<file path="config.mk">
export PLATFORM = sky130hd
export DESIGN_NAME = ring_rr_arbiter_flat
export DESIGN_NICKNAME = d
export VERILOG_FILES = /design/src/rtl/ring_rr_arbiter_if.sv /design/src/rtl/ring_rr_arbiter.sv /design/src/flat_wrapper.sv
export SDC_FILE = /design/constraint.sdc
export NUM_CORES = 1
export LEC_CHECK = 0
export CAP_MARGIN = 20
export CORE_MARGIN = 4
export CORE_UTILIZATION = 45
export CTS_BUF_LIST = sky130_fd_sc_hd__clkbuf_16
export DETAILED_ROUTE_END_ITERATION = 16
export GPL_ROUTABILITY_DRIVEN = 1
export PLACE_DENSITY = 0.72
export SLEW_MARGIN = 20
export SYNTH_ARGS = -nofsm -noshare
export SYNTH_HDL_FRONTEND = slang
export SYNTH_SLANG_ARGS = --single-unit
export TNS_END_PERCENT = 1
</file>
<file path="constraint.sdc">
create_clock -name clk -period 4.4 [get_ports clk]
set_input_delay 0.88 -clock clk [delete_from_list [all_inputs] [get_ports clk]]
set_output_delay 0.88 -clock clk [all_outputs]
set_load 0.01 [all_outputs]
</file>
<file path="src/rtl/ring_rr_arbiter_if.sv">
`default_nettype none
// ============================================================================
// Module   : ring_rr_arbiter_if
// Brief    : Request/grant bundle between requesting engines and the arbiter.
// Revision : 1.0 - initial release
// ============================================================================
interface ring_rr_arbiter_if #(
  parameter int N   = 4,
  parameter int IDW = $clog2(N)
);
  logic           en;
  logic [N-1:0]   req;
  logic [N-1:0]   gnt;
  logic [IDW-1:0] gnt_id;
  logic           busy;
  logic           expired;
  logic [N-1:0]   ptr;

  modport master (output en, req, input gnt, gnt_id, busy, expired, ptr);
  modport slave  (input en, req, output gnt, gnt_id, busy, expired, ptr);
endinterface
`default_nettype wire

</file>
<file path="src/rtl/ring_rr_arbiter.sv">
`default_nettype none
// ============================================================================
// Module   : ring_rr_arbiter
// Brief    : One-hot ring-pointer round-robin arbiter with per-grant quantum.
// Revision : 1.0 - initial release
// ============================================================================
module ring_rr_arbiter #(
  parameter int N       = 4,
  parameter int QUANTUM = 4,
  parameter int IDW     = $clog2(N)
) (
  input  logic             clk,
  input  logic             reset_n,
  ring_rr_arbiter_if.slave bus
);
  localparam int              CW         = (QUANTUM > 1) ? $clog2(QUANTUM) : 1;
  localparam logic [CW-1:0]   c_cnt_last = CW'(QUANTUM - 1);
  localparam logic [IDW:0]    c_n        = (IDW + 1)'(N);

  typedef enum logic [0:0] {
    S_IDLE  = 1'b0,
    S_GRANT = 1'b1
  } state_t;

  state_t         r_state;
  logic [N-1:0]   r_gnt;
  logic [N-1:0]   r_ptr;
  logic [IDW-1:0] r_gnt_id;
  logic [CW-1:0]  r_cnt;
  logic           r_expired;

  logic [IDW-1:0] w_ptr_id;
  logic [IDW-1:0] w_win_id;
  logic [IDW:0]   w_idx;
  logic           w_found;
  logic [N-1:0]   w_win_oh;
  logic [N-1:0]   w_ptr_next;
  logic           w_owner_req;

  // Circular search starting at the pointer position, wrapping N-1 -> 0.
  always_comb begin
    w_ptr_id = '0;
    for (int i = 0; i < N; i++) begin
      if (r_ptr[i]) w_ptr_id = w_ptr_id | IDW'(i);
    end
    w_found  = 1'b0;
    w_win_id = '0;
    w_idx    = '0;
    for (int off = 0; off < N; off++) begin
      w_idx = {1'b0, w_ptr_id} + (IDW + 1)'(off);
      if (w_idx >= c_n) w_idx = w_idx - c_n;
      if (!w_found && bus.req[w_idx[IDW-1:0]]) begin
        w_found  = 1'b1;
        w_win_id = w_idx[IDW-1:0];
      end
    end
    w_win_oh           = '0;
    w_win_oh[w_win_id] = w_found;
  end

  assign w_owner_req = |(bus.req & r_gnt);
  assign w_ptr_next  = {r_gnt[N-2:0], r_gnt[N-1]};

  always_ff @(posedge clk or negedge reset_n) begin
    if (!reset_n) begin
      r_state   <= S_IDLE;
      r_gnt     <= '0;
      r_gnt_id  <= '0;
      r_ptr     <= N'(1);
      r_cnt     <= '0;
      r_expired <= 1'b0;
    end else begin
      r_expired <= 1'b0;
      case (r_state)
        S_IDLE: begin
          if (bus.en && w_found) begin
            r_state  <= S_GRANT;
            r_gnt    <= w_win_oh;
            r_gnt_id <= w_win_id;
            r_cnt    <= '0;
          end
        end
        S_GRANT: begin
          // Owner's own release takes precedence over quantum expiry.
          if (!w_owner_req || (r_cnt == c_cnt_last)) begin
            r_state   <= S_IDLE;
            r_gnt     <= '0;
            r_gnt_id  <= '0;
            r_ptr     <= w_ptr_next;
            r_expired <= w_owner_req;
          end else begin
            r_cnt <= r_cnt + 1'b1;
          end
        end
        default: r_state <= S_IDLE;
      endcase
    end
  end

  assign bus.gnt     = r_gnt;
  assign bus.gnt_id  = r_gnt_id;
  assign bus.busy    = |r_gnt;
  assign bus.expired = r_expired;
  assign bus.ptr     = r_ptr;
endmodule
`default_nettype wire

</file>
<file path="src/flat_wrapper.sv">
// flat-port wrapper written by rule: the top's interface ports become plain ports
module ring_rr_arbiter_flat 
#(
  parameter int N       = 4,
  parameter int QUANTUM = 4,
  parameter int IDW     = $clog2(N)
)
  (clk, reset_n, bus_en, bus_req, bus_gnt, bus_gnt_id, bus_busy, bus_expired, bus_ptr);
  ring_rr_arbiter_if #(.N(N), .IDW(IDW)) bus_i ();
  input  logic clk;
  input  logic reset_n;
  input wire logic [$bits(bus_i.en)-1:0] bus_en;
  input wire logic [$bits(bus_i.req)-1:0] bus_req;
  output wire logic [$bits(bus_i.gnt)-1:0] bus_gnt;
  output wire logic [$bits(bus_i.gnt_id)-1:0] bus_gnt_id;
  output wire logic [$bits(bus_i.busy)-1:0] bus_busy;
  output wire logic [$bits(bus_i.expired)-1:0] bus_expired;
  output wire logic [$bits(bus_i.ptr)-1:0] bus_ptr;
  assign bus_i.en = bus_en;
  assign bus_i.req = bus_req;
  assign bus_gnt = bus_i.gnt;
  assign bus_gnt_id = bus_i.gnt_id;
  assign bus_busy = bus_i.busy;
  assign bus_expired = bus_i.expired;
  assign bus_ptr = bus_i.ptr;
  ring_rr_arbiter #(.N(N), .QUANTUM(QUANTUM), .IDW(IDW)) u_core (.clk(clk), .reset_n(reset_n), .bus(bus_i));
endmodule
</file>
---- After elaboration in Yosys (flattened, before gate mapping) ----
Cells that the tools add are included.
word-level totals
  bits of input ports ..................... 7
  logic and storage cells ................. 85
  output and inout bits ................... 12
  register bits ........................... 14
operators by class
  mux-type cells .......................... 39
  add/subtract/negate cells ............... 8
  reductions and logical operators ........ 15
  bitwise logic cells ..................... 3
  order comparisons ....................... 10
  equality and inequality tests ........... 4
operator list
  cell                                                                                 count
  2-bit two-way mux                                                                    14
  2-bit by 3-bit less-than comparator with 1-bit output, second input constant         5
  1-bit two-way mux                                                                    14
  3-bit greater-or-equal comparator, second input constant                             3
  4-bit AND                                                                            2
  1-bit binary-select mux with 2-bit select                                            4
  4-bit two-way mux                                                                    2
  2-bit case mux with 2 select lines                                                   2
  4-bit case mux with 2 select lines                                                   1
  4-bit OR reduction                                                                   2
  2-bit by 1-bit subtractor with 2-bit output, second input constant                   4
  2-bit by 2-bit adder with 3-bit output, second input constant                        2
  2-bit AND reduction                                                                  3
  1-bit logical AND                                                                    5
  1-bit zero test                                                                      4
  2-bit != test, second input constant                                                 2
  2-bit by 1-bit adder with 3-bit output, second input constant                        1
  2-bit by 3-bit greater-or-equal comparator with 1-bit output, second input constant  1
  2-bit by 1-bit adder with 2-bit output, second input constant                        1
  1-bit demux with 2-bit select                                                        1
  2-bit equality test, second input constant                                           1
  2-bit by 1-bit greater-or-equal comparator with 1-bit output, second input constant  1
  2-bit by 1-bit != test with 1-bit output, second input constant                      1
  1-bit case mux with 2 select lines                                                   1
  other kinds (2)                                                                      2

---- Depth between registers and ports, before layout ----
Gate-level depths: netlist of run 1.
  depth after elaboration ................. 24
  depth in mapped cells ................... 6
  depth with buffers taken out ............ 5

---- Least setup slack after synthesis of run 1 ----
No wires, ideal clock.
  path type ............................... input to register
  from .................................... input port bus_req[0]
  to ...................................... register u_core.r_gnt[1] (netlist: u_core.bus.gnt[1])
  cell stages on the path ................. 5
  arrival ................................. 2,149 ps
  setup slack ............................. 2,187 ps
  path buffers ............................ 0
  required time ........................... 4,336 ps
  library setup time ...................... 64 ps
  cells stage by stage .................... mux2_4 a22o_1 o41ai_4 and2_4 a22o_2
between the ends
  cells in the longest elaborated chain, start to end .. 19
  elaborated cells between the ends (all ways) .. 38
  classes of those cells .................. order compare: 2; eq/ne: 2; mux: 20; bitwise: 2; reduce/logical: 12
ends and longest elaborated chain
  element                                                                                                                                                             line                   text
  start: declaration                                                                                                                                                  flat_wrapper.sv:13     input wire logic [$bits(bus_i.req)-1:0] bus_req;
  1-bit binary-select mux with 2-bit select                                                                                                                           ring_rr_arbiter.sv:52  if (!w_found && bus.req[w_idx[IDW-1:0]]) begin
  1-bit two-way mux (not written as such)                                                                                                                             ring_rr_arbiter.sv:52
  1-bit two-way mux                                                                                                                                                   ring_rr_arbiter.sv:52
  1-bit zero test                                                                                                                                                     ring_rr_arbiter.sv:52
  1-bit logical AND                                                                                                                                                   ring_rr_arbiter.sv:52
  1-bit two-way mux                                                                                                                                                   ring_rr_arbiter.sv:52
  1-bit zero test                                                                                                                                                     ring_rr_arbiter.sv:52
  1-bit logical AND                                                                                                                                                   ring_rr_arbiter.sv:52
  [... 3 more ...]                                                                                                                                                    --
  2-bit two-way mux                                                                                                                                                   ring_rr_arbiter.sv:52
  2-bit by 3-bit less-than comparator with 1-bit output (not written as such) / 2-bit by 1-bit greater-or-equal comparator with 1-bit output (equally long branches)  ring_rr_arbiter.sv:58  w_win_oh[w_win_id] = w_found;
  1-bit logical AND (not written as such)                                                                                                                             ring_rr_arbiter.sv:58
  1-bit two-way mux (not written as such)                                                                                                                             ring_rr_arbiter.sv:58
  1-bit demux with 2-bit select                                                                                                                                       --
  4-bit AND (no line)                                                                                                                                                 --
  4-bit two-way mux                                                                                                                                                   ring_rr_arbiter.sv:76  if (bus.en && w_found) begin
  4-bit case mux with 2 select lines                                                                                                                                  ring_rr_arbiter.sv:74  case (r_state)
  end signal: assignment                                                                                                                                              ring_rr_arbiter.sv:78  r_gnt <= w_win_oh;
  end: declaration                                                                                                                                                    ring_rr_arbiter.sv:26  logic [N-1:0] r_gnt;
Several ways; a longest one is shown, not always the timed one. The select of a mux whose other input is x is not followed.
A chain may end at the register's enable or synchronous reset.

---- Final worst setup path of run 1 ----
  from .................................... input port bus_req[1]
  to ...................................... register u_core.r_gnt[1] (netlist: u_core.bus.gnt[1])
Same word-level chain as after synthesis.

==> results of run 1 <==
-- flip-flops by register name, summed over array words and instances, names as in the netlist --
name / count
u_core.bus.gnt_id: 2
u_core.bus.ptr: 4
u_core.bus.expired: 1
u_core.bus.gnt: 4
u_core.r_cnt: 2
u_core.r_state: 1
-- final timing paths --
| path | from | endpoint | slack (ps) | cells after the start |
|---|---|---|---|---|
| worst min-delay path | u_core.bus.gnt_id[0]$_DFFE_PN0P_ | u_core.bus.gnt_id[0]$_DFFE_PN0P_ | 500 | 1 |
| max in group asynchronous | reset_n | u_core.bus.ptr[1]$_DFFE_PN0P_ | 2990 | 1 |
| worst max-delay path | bus_req[1] | u_core.bus.gnt[1]$_DFFE_PN0P_ | 1720 | 6 |
| min in group asynchronous | reset_n | u_core.bus.gnt_id[1]$_DFFE_PN0P_ | 1020 | 1 |
| worst min register to register | u_core.bus.gnt_id[0]$_DFFE_PN0P_ | u_core.bus.gnt_id[0]$_DFFE_PN0P_ | 500 | 1 |
| worst max register to register | u_core.bus.ptr[1]$_DFFE_PN0P_ | u_core.bus.gnt[2]$_DFFE_PN0P_ | 2290 | 5 |
-- cell usage after synthesis, types with 2 or more instances --
cell	instances	area (um2)
a22o_2	2	20.02
o21ai_0	7	35.03
nand3_1	3	15.01
nand2_1	5	18.77
a21oi_1	4	20.02
o21bai_1	2	15.01
o2bb2ai_1	2	17.52
nor3_1	3	15.01
buf_2	2	10.01
nor3b_1	2	15.01
and2b_1	2	15.01
dfrtp_1	13	325.3
a22oi_1	2	15.01
mux2_2	4	45.04
mux2i_1	3	30.03
nor2_1	5	18.77
inv_1	2	7.510
-- stage by stage --
step	setup slack (ps)	instances	total power [mW]	util	area, um2
floorplan	2187	85	0.5067	-	880.8
global placement	1514	125	0.6407	0.6007	1071
detailed placement	1496	125	0.6408	0.6007	1071
CTS	1724	129	0.8142	0.6449	1150
global route	1591	129	0.8673	0.6449	1150
finish	1725	129	0.8097	0.6449	1150
-- logic make-up after synthesis --
logic type | after synthesis | share of synthesized area
multiplexers | 8 | 0.1023
adder cells (fa/ha/maj) | 1 | 0.01420
buffers and inverters | 5 | 0.03267
AND/OR/NAND/NOR | 28 | 0.1733
AO/OA/AOI/OAI | 29 | 0.2784
flip-flops | 14 | 0.3992
-- power groups by stage --
stage	clock (mW)	sequential [mW]	combinational, mW
global route	0.178	0.256	0.434
finish	0.168	0.247	0.395
floorplan	0	0.230	0.277
detailed placement	0	0.247	0.394
CTS	0.170	0.246	0.398
global placement	0	0.247	0.394
-- cell type report --
| class | instances | share of cell area |
|---|---|---|
| clock inverter | 1 | 0.003264 |
| inverter | 2 | 0.006529 |
| sequential | 14 | 0.3058 |
| multi-input combinational | 66 | 0.4353 |
| tap | 25 | 0.02720 |
| timing repair buffer | 18 | 0.1567 |
| clock buffer | 3 | 0.06529 |
-- per-layer routing --
| layer | vias up | track usage | wire [um] |
|---|---|---|---|
| met5 | - | 0 | 0 |
| met3 | 5 | 0.03419 | 92 |
| met1 | 351 | 0.2122 | 904 |
| li1 | 359 | - | - |
| met2 | 17 | 0.2490 | 845 |
| met4 | 0 | 0.07234 | 33 |
==> metrics.txt, run 1 <==
minimum clock period=2675 ps; row cnt=15; Die Span Y=52.24 um; clk buf depth=2; Static Leak=0.4830 nW; Root Buffer=clkbuf_16; clk sink count=14; die area=2729 um2; Final period util=0.6080; most frequent cells in the layout=clkdlybuf4s50_1 (18), dfrtp_1 (13), o21ai_0 (7); Sw Pwr=0.3000 mW; Slew Limit Fails=0; antenna violations before repair=0; Crit path required time=4580 ps; GRT Util Overall=0.1600; Crit Path Category=primary input to register; Primary FF master, synth=dfrtp_1; Cells after Synth=85; crit path DAT=2860 ps; Post-synth EDFFs=0; FMAX=373.8 MHz; Int Pwr=0.5097 mW; Detailed Routing Iterations Pass 1=4; final WL=1875 um; slowest cell on the critical path=clkdlybuf4s50_1; # DRC=0; Post CTS Setup Buffer Count=0; ANT cells=0; fill count=147; setup_tns=0 ps; TritonCTS clock tree=built; final hold slack=496.4 ps; CTS resizes=0; number of global-route vias before repair=716; post-synthesis sequential area ratio=0.3991; commonest non-fill, non-tap cell in the layout=clkdlybuf4s50_1; first-pass GRT wire length=3249 um; crit path launch type=primary input; area occupied by multi-input gates=500.5 um2; core area=1783 um2; clk_skew=1.668 ps; actual slew at the worst max-slew pin=593.3 ps; antenna viol nets, final=0; CTS Hold Bufs=0; CTS buffer count=3; Reg area=351.6 um2; Clk network pwr share=0.207; PD cells=704.2 nW/um2; Crit path largest cell delay=620 ps; Max Cap Violations=0; status=completed; Crit path max-delay family=simple AND/OR/NAND/NOR gates; Layout area overhead=30.54%; clk slew on worst S/H paths=40 ps; FF+latch count, synth=14; wire per inst=14.53 um; HPWL Detailed=1369 um; Slew HR=0.6032; initial core utilization=0.4940; Final Hold Fails=0; DR iter-0 viols=14; crit-path max FO=8; largest net degree at the start of global routing=15; Clk Latency, worst-skew pair=240 ps; switch share=0.3705; Synth async-reset ratio=1.000; Worst VDD drop=0.4013 mV; post-synthesis cell area=880.8 um2; combinational power share=0.488; Cell variety after synth=39; # nets final=113; Avg Synthesized Cell Area=10.36 um2; # setup viols final=0; via-per-instance ratio=5.674; hold crit path type=register to register; grt total ovfl=0; RSZ-0062 raised after global routing=no; Worst setup EP type=register; H-Tree Level Count=1; number of port buffers=18; Buf+Inv Stages, Crit Path=1; I/O pin count=19; fraction of layout cells with a size suffix above 1=0.1635; via count=732; CP Cell Sequence=clkdlybuf4s50_1, and2b_1, a211oi_2, nor4_1, nor3b_1, a22o_2; synth warn=0; Synthesized Nets=93; Seq pwr share=0.305; GP Congestion=0.8651; Die W=52.24 um
No activity file was read; power rests on OpenSTA's default activity.
==> run 2, diff against run 1 <==
CORE_UTILIZATION = 44   (was 45)
PLACE_DENSITY = 0.74   (was 0.72)
clock period = 2.4 ns   (was 4.4 ns; I/O delays follow)
==> metrics.txt, run 2 (synthesized netlist as in run 1, its figures left out) <==
# setup viols final=0; # DRC=0; setup_tns=0 ps; number of port buffers=18; GP Congestion=0.8756; Slew Limit Fails=0; wire per inst=15.56 um; Layout area overhead=33.95%; DR iter-0 viols=26; GRT Util Overall=0.1779; largest net degree at the start of global routing=15; CTS resizes=0; die area=2782 um2; Root Buffer=clkbuf_16; minimum clock period=2186 ps; fraction of layout cells with a size suffix above 1=0.1944; clk slew on worst S/H paths=40 ps; slowest cell on the critical path=or4_1; core area=1802 um2; Crit path required time=1920 ps; Max Cap Violations=0; FMAX=457.4 MHz; final WL=2070 um; CP Cell Sequence=or4_1, clkdlybuf4s50_1; most frequent cells in the layout=clkdlybuf4s50_1 (18), dfrtp_1 (13), o21ai_0 (7); number of global-route vias before repair=806; antenna violations before repair=0; final hold slack=503.0 ps; PD cells=1283 nW/um2; Final Hold Fails=0; crit path launch type=register; # nets final=117; Static Leak=0.5020 nW; Crit Path Category=register to primary output; first-pass GRT wire length=3636 um; via-per-instance ratio=5.707; H-Tree Level Count=1; R2R setup slack=350 ps; clk buf depth=2; antenna viol nets, final=0; actual slew at the worst max-slew pin=610.7 ps; Crit path largest cell delay=550 ps; clk sink count=14; TritonCTS clock tree=built; Die Span Y=52.74 um; hold crit path type=register to register; Worst setup EP type=primary output; Post CTS Setup Buffer Count=0; post-route total power=1.514 mW; CTS buffer count=3; RSZ-0062 raised after global routing=no; Worst VDD drop=0.8232 mV; Die W=52.74 um; row cnt=15; commonest non-fill, non-tap cell in the layout=clkdlybuf4s50_1; Clk Latency, worst-skew pair=240 ps; Cells after DPL=129; CTS Hold Bufs=0; Detailed Routing Iterations Pass 1=4; initial core utilization=0.4889; grt total ovfl=0; I/O pin count=19; HPWL Detailed=1533 um; non-filler cells, final=133; crit path DAT=1710 ps; crit-path max FO=5; clk_skew=0.7679 ps; ANT cells=0; Slew HR=0.5916; Final period util=0.9110; status=completed; via count=759
==> run 2: final cells by class <==
type,instances,area (um2)
clock buffer,3,75.07
timing repair buffer,22,210.2
multi-input combinational,66,500.5
sequential,14,351.6
inverter,2,7.507
clock inverter,1,3.754
tap,25,31.28
fill,152,621.8
==> run 2: worst max-delay path: cells and delay by family (launching register included) <==
kind | cells | cell delay, ps
DFF | 1 | 420
buffers and inverters | 1 | 490
and+or+nand+nor | 1 | 550
==> run 2: path summary, 6_finish.rpt <==
kind,to,depth (start not counted),from
max,bus_busy,2,u_core.bus.gnt[0]$_DFFE_PN0P_
min,u_core.r_cnt[0]$_DFFE_PN0P_,1,u_core.r_cnt[0]$_DFFE_PN0P_
max reg2reg,u_core.bus.gnt[1]$_DFFE_PN0P_,5,u_core.bus.ptr[1]$_DFFE_PN0P_
max in group asynchronous,u_core.bus.gnt[3]$_DFFE_PN0P_,1,reset_n
min in group asynchronous,u_core.r_cnt[0]$_DFFE_PN0P_,1,reset_n
min reg2reg,u_core.r_cnt[0]$_DFFE_PN0P_,1,u_core.r_cnt[0]$_DFFE_PN0P_
==> run 2: routing by layer <==
layer | GRT usage | share of wire
met5 | 0 | 0
met1 | 0.2355 | 0.48
met2 | 0.2810 | 0.47
met3 | 0.04558 | 0.040
met4 | 0.05532 | 0.011
==> run 2: report_power, final <==
part           switching [mW]  total, mW  leakage (nW)  internal [mW]
clock                  0.0921      0.312        0.0385          0.220
sequential              0.125      0.452         0.183          0.327
combinational           0.352      0.750         0.280          0.398
==> run 2: metrics by stage <==
step,setup WS [ps],util,cell area [um2]
6_report,213.6,0.6549,1180
2_1_floorplan,579.7,-,880.8
3_5_place_dp,40.29,0.6111,1101
5_1_grt,145.7,0.6549,1180
3_3_place_gp,82.45,0.6111,1101
4_1_cts,212.4,0.6549,1180
==> run 3, diff against run 2 <==
==> constraint.sdc (replaced) <==
create_clock -name clk -period 2.4 [get_ports clk]
set_input_delay 0.72 -clock clk [delete_from_list [all_inputs] [get_ports clk]]
set_output_delay 0.72 -clock clk [all_outputs]
set_load 0.01 [all_outputs]
==> metrics.txt, run 3 (synthesized netlist as in run 1, its figures left out) <==
FMAX=432.8 MHz; # setup viols final=0; commonest non-fill, non-tap cell in the layout=clkdlybuf4s50_1; first-pass GRT wire length=3939 um; DR iter-0 viols=14; ANT cells=0; hold path startpoint=u_core.bus.gnt_id[0]$_DFFE_PN0P_; Final period util=0.9628; minimum clock period=2311 ps; crit-path max FO=5; final core utilization=0.7104; grt total ovfl=0; antenna violations before repair=0; actual slew at the worst max-slew pin=607.7 ps; hold crit path type=register to register; Crit Path Category=primary input to register; FF-to-FF End=u_core.bus.gnt[2]$_DFFE_PN0P_; via-per-instance ratio=5.757; CP Cell Sequence=clkdlybuf4s50_1, and2b_2, o32ai_4, o41ai_4, and2_4, a22o_2; clk_skew=7.491 ps; most frequent cells in the layout=clkdlybuf4s50_1 (15), dfrtp_1 (13), buf_4 (11); Worst setup EP type=register; Register-to-Register Path Depth=5; HPWL Detailed=1602 um; Final Hold Fails=0; Cells after DPL=136; initial core utilization=0.4889; clk slew on worst S/H paths=50 ps; # nets final=124; WHS Path Cells=1; Die W=52.74 um; die area=2782 um2; core area=1802 um2; largest net degree at the start of global routing=15; Layout area overhead=45.31%; GP Congestion=0.8684; non-filler cells, final=140; R2R Path Start=u_core.bus.ptr[1]$_DFFE_PN0P_; PD cells=1279 nW/um2; Clk Latency, worst-skew pair=250 ps; H-Tree Level Count=1; Die Span Y=52.74 um; GRT Util Overall=0.1954; Crit path largest cell delay=520 ps; TritonCTS clock tree=built; Crit path required time=2530 ps; number of global-route vias before repair=834; number of port buffers=18; row cnt=15; Root Buffer=clkbuf_16; Slew HR=0.5936; clk buf depth=2; fraction of layout cells with a size suffix above 1=0.3043; Worst VDD drop=0.9606 mV; via count=806; I/O pin count=19; Post CTS Setup Buffer Count=0; Detailed Routing Iterations Pass 1=4; status=completed; Max Cap Violations=0; Static Leak=0.5644 nW; CTS buffer count=3; Slew Limit Fails=0; crit path launch type=primary input; clk sink count=14; slowest cell on the critical path=clkdlybuf4s50_1; wire per inst=16.19 um; crit path DAT=2440 ps; antenna viol nets, final=0; # DRC=0; R2R setup slack=470 ps; Hold Path Sink=u_core.bus.gnt_id[0]$_DFFE_PN0P_; final WL=2266 um; RSZ-0062 raised after global routing=yes
run 3: what timing repair did:
item	in CTS	in global routing
hold buffers	0	0
gates resized for setup	1	11
cloned	0	0
setup endpoints to repair	1	8
pin swaps	0	3
hold endpoints to repair	0	0
run 3: final cells by class:
| class | instances | area (um2) |
|---|---|---|
| multi-input cells | 66 | 544.3 |
| fillers | 148 | 521.8 |
| flip-flops and latches | 14 | 351.6 |
| repair buffers | 29 | 266.5 |
| clock buffers | 3 | 75.07 |
| well taps | 25 | 31.28 |
| inverters | 2 | 7.507 |
| clock inverters | 1 | 3.754 |
run 3: report_power, final:
| group | switching, mW | internal (mW) |
|---|---|---|
| Sequential | 0.120 | 0.327 |
| Clock | 0.0953 | 0.220 |
| Combinational | 0.422 | 0.453 |
| Total | 0.637 | 1.00 |
run 3: worst max-delay path: cells and delay by family:
family          cells  cell delay (ps)
compound gates      3              740
buf+inv             1              520
simple gates        2              450
run 3: stage by stage:
stage	instance area [um2]	hold WS (ps)	setup slack [ps]	power (mW)	TNS, ps
floorplan	880.8	424.4	346.5	0.9290	0
global placement	1154	484.4	-129.2	1.235	-1026
detailed placement	1154	470.1	-234.9	1.249	-1338
CTS	1231	492.5	33.67	1.577	0
global route	1280	527.6	-18.02	1.764	-18.02
finish	1280	493.7	89.21	1.637	0
run 3: worst max-delay path by stage:
stage,to,slack [ps],cells after the start,startpoint
finish,u_core.bus.gnt[3]$_DFFE_PN0P_,90,6,bus_req[1]
detailed placement,u_core.bus.gnt[3]$_DFFE_PN0P_,-230,6,bus_req[1]
CTS,u_core.bus.gnt[3]$_DFFE_PN0P_,30,6,bus_req[1]
global route,u_core.bus.gnt[2]$_DFFE_PN0P_,-20,6,bus_req[1]
floorplan,u_core.bus.gnt[1]$_DFFE_PN0P_,350,5,bus_req[0]
global placement,u_core.bus.gnt[1]$_DFFE_PN0P_,-130,6,bus_req[3]
run 3: metal layers:
layer  vias up  share of wire  GRT usage
met3         7          0.075    0.07123
met5         -              0          0
li1        382              -          -
met2        38           0.46     0.3017
met4         0          0.022    0.06809
met1       379           0.44     0.2487
